### src/rtl/abcd_stimulus_sequencer_if.sv
// -----------------------------------------------------------------------------
// abcd_stimulus_sequencer_if
//
// Bundle of the sequencer's user-facing signals. The clock and reset are kept
// outside the bundle as plain ports on the sequencer.
//
// Handshake: none of these signals handshake. key_step_n and sw_run are raw
// asynchronous levels; the sequencer synchronises them internally.
// new_vector is a one-cycle strobe that marks the first cycle a new index is
// presented. wrap is only ever high together with new_vector.
//
// Signals
//   key_step_n  raw pushbutton, active-low, bouncy
//   sw_run      raw slide switch, 1 = AUTO, 0 = MANUAL
//   A,B,C,D     index[3..0]
//   index       current combination number
//   new_vector  one-cycle strobe on each advance
//   wrap        one-cycle strobe when index goes 15 -> 0
//   auto_mode   1 while the FSM is in AUTO
//   dbg_state   raw FSM state register, for checkers
//
// Modports
//   master  the side that drives the button and switch (board or bench)
//   slave   the sequencer
// -----------------------------------------------------------------------------
interface abcd_stimulus_sequencer_if;
    logic       key_step_n;
    logic       sw_run;
    logic       A;
    logic       B;
    logic       C;
    logic       D;
    logic [3:0] index;
    logic       new_vector;
    logic       wrap;
    logic       auto_mode;
    logic [0:0] dbg_state;

    modport master (
        output key_step_n, sw_run,
        input  A, B, C, D, index, new_vector, wrap, auto_mode, dbg_state
    );

    modport slave (
        input  key_step_n, sw_run,
        output A, B, C, D, index, new_vector, wrap, auto_mode, dbg_state
    );
endinterface

### src/rtl/abcd_stimulus_sequencer.sv
// -----------------------------------------------------------------------------
// abcd_stimulus_sequencer
//
// Produces the four logic inputs A..D for the Task 2 logic block. Each of the
// 16 combinations can be applied in one of two ways:
//   - MANUAL mode: one debounced button press advances the index by one.
//   - AUTO mode: the index advances every RUN_PERIOD cycles.
//
// Parameters
//   DEBOUNCE_CYCLES  stable synchronised samples needed to accept a key change (>= 2)
//   RUN_PERIOD       cycles between advances in AUTO (>= 2)
//
// Ports
//   clock    system clock, rising edge
//   reset_n  asynchronous active-low reset
//   bus      abcd_stimulus_sequencer_if.slave: button/switch in, vector out
// -----------------------------------------------------------------------------
module abcd_stimulus_sequencer #(
    parameter int DEBOUNCE_CYCLES = 1000000,
    parameter int RUN_PERIOD      = 25000000
) (
    input  logic                          clock,
    input  logic                          reset_n,
    abcd_stimulus_sequencer_if.slave      bus
);

    localparam int DB_W = (DEBOUNCE_CYCLES > 2) ? $clog2(DEBOUNCE_CYCLES) : 1;
    localparam int TK_W = (RUN_PERIOD > 2) ? $clog2(RUN_PERIOD) : 1;

    localparam logic [DB_W-1:0] DB_LAST = DB_W'(DEBOUNCE_CYCLES - 1);
    localparam logic [TK_W-1:0] TK_LAST = TK_W'(RUN_PERIOD - 1);

    localparam logic [0:0] S_MANUAL = 1'b0;
    localparam logic [0:0] S_AUTO   = 1'b1;

    logic [1:0]      r_key_sync;
    logic [1:0]      r_run_sync;
    logic            r_key_db;
    logic            r_key_db_q;
    logic [DB_W-1:0] r_db_cnt;
    logic [TK_W-1:0] r_tick_cnt;
    logic [0:0]      r_state;
    logic [3:0]      r_index;
    logic            r_new_vector;
    logic            r_wrap;

    logic            w_key_s;
    logic            w_run_s;
    logic            w_press;
    logic            w_tick;
    logic            w_advance;

    assign w_key_s = r_key_sync[1];
    assign w_run_s = r_run_sync[1];

    // Two-flop synchronisers; the key idles released (1), the switch idles MANUAL (0).
    always_ff @(posedge clock or negedge reset_n) begin
        if (!reset_n) begin
            r_key_sync <= 2'b11;
            r_run_sync <= 2'b00;
        end else begin
            r_key_sync <= {r_key_sync[0], bus.key_step_n};
            r_run_sync <= {r_run_sync[0], bus.sw_run};
        end
    end

    // Debouncer: key_db only follows the synchronised key after DEBOUNCE_CYCLES
    // consecutive differing samples; any agreeing sample restarts the count.
    always_ff @(posedge clock or negedge reset_n) begin
        if (!reset_n) begin
            r_key_db   <= 1'b1;
            r_key_db_q <= 1'b1;
            r_db_cnt   <= '0;
        end else begin
            r_key_db_q <= r_key_db;
            if (w_key_s == r_key_db) begin
                r_db_cnt <= '0;
            end else if (r_db_cnt == DB_LAST) begin
                r_key_db <= w_key_s;
                r_db_cnt <= '0;
            end else begin
                r_db_cnt <= r_db_cnt + 1'b1;
            end
        end
    end

    // Press is the falling edge of the debounced level; releases are ignored.
    assign w_press = r_key_db_q & ~r_key_db;

    assign w_tick = (r_state == S_AUTO) && w_run_s && (r_tick_cnt == TK_LAST);

    // A press only counts in MANUAL. In AUTO a tick only counts while the
    // synchronised switch is still high, so a switch drop beats a coincident tick.
    assign w_advance = ((r_state == S_MANUAL) && w_press) || w_tick;

    // Mode FSM and AUTO tick counter. The counter restarts on every mode change.
    always_ff @(posedge clock or negedge reset_n) begin
        if (!reset_n) begin
            r_state    <= S_MANUAL;
            r_tick_cnt <= '0;
        end else begin
            case (r_state)
                S_MANUAL: begin
                    if (w_run_s) begin
                        r_state    <= S_AUTO;
                        r_tick_cnt <= '0;
                    end
                end
                S_AUTO: begin
                    if (!w_run_s) begin
                        r_state    <= S_MANUAL;
                        r_tick_cnt <= '0;
                    end else if (r_tick_cnt == TK_LAST) begin
                        r_tick_cnt <= '0;
                    end else begin
                        r_tick_cnt <= r_tick_cnt + 1'b1;
                    end
                end
                default: begin
                    r_state    <= S_MANUAL;
                    r_tick_cnt <= '0;
                end
            endcase
        end
    end

    // Index register and its one-cycle strobes.
    always_ff @(posedge clock or negedge reset_n) begin
        if (!reset_n) begin
            r_index      <= 4'd0;
            r_new_vector <= 1'b0;
            r_wrap       <= 1'b0;
        end else begin
            r_new_vector <= w_advance;
            r_wrap       <= w_advance && (r_index == 4'd15);
            if (w_advance) begin
                r_index <= r_index + 4'd1;
            end
        end
    end

    assign bus.A          = r_index[3];
    assign bus.B          = r_index[2];
    assign bus.C          = r_index[1];
    assign bus.D          = r_index[0];
    assign bus.index      = r_index;
    assign bus.new_vector = r_new_vector;
    assign bus.wrap       = r_wrap;
    assign bus.auto_mode  = (r_state == S_AUTO);
    assign bus.dbg_state  = r_state;

endmodule
### src/flat_wrapper.sv
// flat-port wrapper written by rule: the top's interface ports become plain ports
module abcd_stimulus_sequencer_flat 
#(
    parameter int DEBOUNCE_CYCLES = 1000000,
    parameter int RUN_PERIOD      = 25000000
)
  (clock, reset_n, bus_key_step_n, bus_sw_run, bus_A, bus_B, bus_C, bus_D, bus_index, bus_new_vector, bus_wrap, bus_auto_mode, bus_dbg_state);
  abcd_stimulus_sequencer_if bus_i ();
  input  logic clock;
  input  logic reset_n;
  input wire logic [$bits(bus_i.key_step_n)-1:0] bus_key_step_n;
  input wire logic [$bits(bus_i.sw_run)-1:0] bus_sw_run;
  output wire logic [$bits(bus_i.A)-1:0] bus_A;
  output wire logic [$bits(bus_i.B)-1:0] bus_B;
  output wire logic [$bits(bus_i.C)-1:0] bus_C;
  output wire logic [$bits(bus_i.D)-1:0] bus_D;
  output wire logic [$bits(bus_i.index)-1:0] bus_index;
  output wire logic [$bits(bus_i.new_vector)-1:0] bus_new_vector;
  output wire logic [$bits(bus_i.wrap)-1:0] bus_wrap;
  output wire logic [$bits(bus_i.auto_mode)-1:0] bus_auto_mode;
  output wire logic [$bits(bus_i.dbg_state)-1:0] bus_dbg_state;
  assign bus_i.key_step_n = bus_key_step_n;
  assign bus_i.sw_run = bus_sw_run;
  assign bus_A = bus_i.A;
  assign bus_B = bus_i.B;
  assign bus_C = bus_i.C;
  assign bus_D = bus_i.D;
  assign bus_index = bus_i.index;
  assign bus_new_vector = bus_i.new_vector;
  assign bus_wrap = bus_i.wrap;
  assign bus_auto_mode = bus_i.auto_mode;
  assign bus_dbg_state = bus_i.dbg_state;
  abcd_stimulus_sequencer #(.DEBOUNCE_CYCLES(DEBOUNCE_CYCLES), .RUN_PERIOD(RUN_PERIOD)) u_core (.clock(clock), .reset_n(reset_n), .bus(bus_i));
endmodule
### config.mk
export PLATFORM = sky130hd
export DESIGN_NAME = abcd_stimulus_sequencer_flat
export DESIGN_NICKNAME = d
export VERILOG_FILES = /design/src/rtl/abcd_stimulus_sequencer_if.sv /design/src/rtl/abcd_stimulus_sequencer.sv /design/src/flat_wrapper.sv
export SDC_FILE = /design/constraint.sdc
export NUM_CORES = 1
export LEC_CHECK = 0
export CAP_MARGIN = 20
export CORE_MARGIN = 2
export CORE_UTILIZATION = 45
export DETAILED_ROUTE_END_ITERATION = 8
export GPL_TIMING_DRIVEN = 0
export PLACE_DENSITY_LB_ADDON = 0.12
export SKIP_LAST_GASP = 1
export SYNTH_ARGS = -nofsm -noshare
export SYNTH_HDL_FRONTEND = slang
export SYNTH_SLANG_ARGS = --single-unit
### constraint.sdc
create_clock -name clock -period 4.4 [get_ports clock]
set_input_delay 0.88 -clock clock [delete_from_list [all_inputs] [get_ports clock]]
set_output_delay 0.88 -clock clock [all_outputs]
set_load 0.005 [all_outputs]
==> qor.txt <==
Slew Limit Fails - 0
PD cells - 316 nW/um^2
Post-CTS sizing - 0
Clock Pin Slew Worst Setup and Hold Paths - 0.07 ns
Top-area cell type share of the netlist area - 44.6%
CTS buffer count - 9
Crit path max-delay family - simple AND/OR/NAND/NOR gates
Yosys warns - 0
CP cell instances - or4_1, or4_4, o31ai_4, o31ai_1, a22o_1
Worst Path Arrival - 2.60 ns
Chip Width - 86.1 microns
PnR worst setup slack - 2.04 ns
XOR/XNOR share of the synthesized area - 12.7%
CP peak stage delay - 0.58 ns
Slowest CP cell - or4_4
Drt drc - 0
Initial antenna violation count - 0
Min-Delay Path Class - flip-flop to flip-flop
Crit Reg-Reg Startpoint - u_core.r_tick_cnt[9]$_DFFE_PN0P_
IO buf count - 15
Die height - 86.1 microns
Final setup TNS - 0 ns
Synth cell types - 44
Row cnt - 29
RSZ-0062 raised after global routing - no
#FFs+latches synth - 58
Vias in the first global route - 2125
IO Count - 16
Area growth, synth to finish - 15.3%
Synth async-reset ratio - 100%
Number of routed nets with antenna violations - 0
Synth area leaders - dfrtp_1, xnor2_1, o32ai_1
Diodes inserted - 0
Die area - 7410 sq um
Slew @ Worst Pin - 0.652 ns
Fin cells - 409
Number of enable flip-flop cells after synthesis - 0
FMAX - 424 MHz
Total Routed Length - 6060 microns
First-pass GRT wire length - 10400 microns
Period minus WS final - 2.36 ns
Worst vdd ir - 0.140 mV
Crit path from - u_core.r_tick_cnt[9]$_DFFE_PN0P_
Mux cell area share after synthesis - 0.867%
Synth area leader - dfrtp_1
Post-route cell area - 3490 sq um
Longest Clk Path Bufs - 2
Critical path endpoint category - flip-flop
Mapped Avg Cell Area - 10.1 sq um
Outcome - finished clean
FILL cells - 579
Final GP Congestion - 0.764
Primary FF master, synth - dfrtp_1
Leakage - 1.35 nW
Max-Cap Viols - 0
Register Area - 1460 sq um
DP Worst Slack - 2.07 ns
CTS tree - yes
Hold_buf cts - 0
CP Class - flip-flop to flip-flop
CTS sink count - 58
Final net count - 334
Core area - 6420 sq um
Multi-input logic area - 1390 sq um
Area after DPL - 3290 sq um
Synthesized Nets - 307
Synth Area in Compound Gates - 8.96%
# H-tree levels - 3
Initial DRC Count - 192
Clk root buf - clkbuf_8
Mapped Cells - 300
Share of cells above drive strength 1 - 12.3%
Critical Path Start Type - flip-flop
Pre-antenna DRT Iters - 4
Seq/Total Area, Yosys - 48.1%
Worst-path maximum fanout - 8
Post-CTS Setup Bufs - 0
Placed cells - 393
CP bufs+invs - 0
Overall Global Routing Usage - 18.3%
Initial Util - 47.2%
Largest family of logic cells by synthesized area - simple AND/OR/NAND/NOR gates
Synth Area in Simple Gates - 22.0%
Final Hold Viols - 0
Hold Path Origin - u_core.r_key_sync[0]$_DFF_PN1_
Fraction of the cycle the final worst path needs - 53.6%
Setup Skew - 0.00672 ns
Synth Area in Adders - 1.24%
Pin count of the biggest net entering global routing - 37
Via/cell ratio - 5.46
Final setup vio count - 0
Wire length per cell - 14.8 microns
Clk_lat worst skew - 0.35 ns
Dpl hpwl - 4110 microns
Rel. slew slack - 56.1%
GR Overflow Total - 0
Finished Core Util - 54.4%
Mapped cell area - 3030 sq um
Vias - 2233
CP required - 4.64 ns
==> layout make-up <==
| cell class | count | share of cell area [%] |
|---|---|---|
| clock inverter | 7 | 2.22 |
| clock buffer | 9 | 3.55 |
| sequential | 58 | 41.7 |
| inverter | 21 | 2.26 |
| buffer | 18 | 3.08 |
| tap | 77 | 2.76 |
| multi-input combinational | 203 | 39.7 |
| timing repair buffer | 16 | 4.73 |
==> through the flow <==
| stage | total power [W] | hold slack (ns) |
|---|---|---|
| 6_report | 0.00110 | 0.359 |
| 5_1_grt | 0.00114 | 0.362 |
| 4_1_cts | 0.00111 | 0.360 |
| 3_5_place_dp | 0.000609 | 0.348 |
| 3_3_place_gp | 0.000607 | 0.351 |
| 2_1_floorplan | 0.000582 | 0.331 |
==> per-layer routing <==
metal	vias up	GRT usage [%]	wire (microns)
met2	44	26.1	2660
met3	12	3.46	250
met4	0	9.96	147
li1	1114	-	-
met5	-	0	0
met1	1063	26.2	3010
==> cells by family after synthesis <==
kind of cell / after synthesis
adder cells (fa/ha/maj): 3
AO/OA/AOI/OAI: 30
flip-flops: 58
AND/OR/NAND/NOR: 124
buffers and inverters: 39
multiplexers: 2
XOR/XNOR: 44
==> worst reg2reg max path, delay by kind of cell, from the launching register on <==
family	cells	cell delay [ns]
AOI/OAI and AO/OA	3	0.70
DFF	1	0.44
and+or+nand+nor	2	1.12
==> report_power, final <==
group / total [W] / internal (W) / switching [W]
logic: 0.0000509 / 0.0000163 / 0.0000345
registers: 0.000547 / 0.000540 / 0.00000695
clock network: 0.000505 / 0.000265 / 0.000240
total: 0.00110 / 0.000821 / 0.000282
==> Yosys cell counts (3+ instances only) <==
master and n:
and3_1 3, and4_1 5, buf_4 7, clkbuf_1 8, dfrtp_1 54, dfstp_2 4, ha_1 3, inv_1 21
nand2_1 21, nand3_1 21, nand4_1 11, nor2_1 34, nor3_1 3, nor4_1 11, o31ai_1 3, o32ai_1 18
xnor2_1 35, xor2_1 9
==> cell usage in the layout (no fill, tap or decap), types with 2 or more instances in the layout <==
| cell | instances |
|---|---|
| dfrtp_1 | 54 |
| xnor2_1 | 35 |
| nor2_1 | 34 |
| nand2_1 | 21 |
| nand3_1 | 21 |
| inv_1 | 21 |
| o32ai_1 | 18 |
| clkdlybuf4s50_1 | 14 |
| nor4_1 | 11 |
| nand4_1 | 11 |
| xor2_1 | 9 |
| clkbuf_8 | 9 |
| clkbuf_1 | 8 |
| buf_4 | 7 |
| and4_1 | 5 |
| clkinvlp_4 | 4 |
| dfstp_2 | 4 |
| nor3_1 | 3 |
| and3_1 | 3 |
| buf_2 | 3 |
| o31ai_1 | 3 |
| ha_1 | 3 |
| a32o_1 | 2 |
| o21ai_0 | 2 |
| inv_6 | 2 |
==> final timing paths <==
path | end | slack, ns | cells after the start
worst max register to register | u_core.r_tick_cnt[6]$_DFFE_PN0P_ | 2.04 | 5
worst min register to register | u_core.r_key_sync[1]$_DFF_PN1_ | 0.36 | 0
max in group asynchronous | u_core.r_key_db_q$_DFF_PN1_ | 3.24 | 2
min in group asynchronous | u_core.r_tick_cnt[19]$_DFFE_PN0P_ | 0.51 | 1
worst min-delay path | u_core.r_key_sync[1]$_DFF_PN1_ | 0.36 | 0
worst max-delay path | u_core.r_tick_cnt[6]$_DFFE_PN0P_ | 2.04 | 5
==> flip-flops by register name, indices dropped and copies added (netlist names) <==
signal and flops:
u_core.r_db_cnt 20, u_core.r_run_sync 2, u_core.bus.wrap 1, u_core.r_key_sync 2, u_core.bus.index 4, u_core.bus.auto_mode 1
u_core.bus.new_vector 1, u_core.r_tick_cnt 25, u_core.r_key_db_q 1, u_core.r_key_db 1
Power figures use the tool's default switching activity.
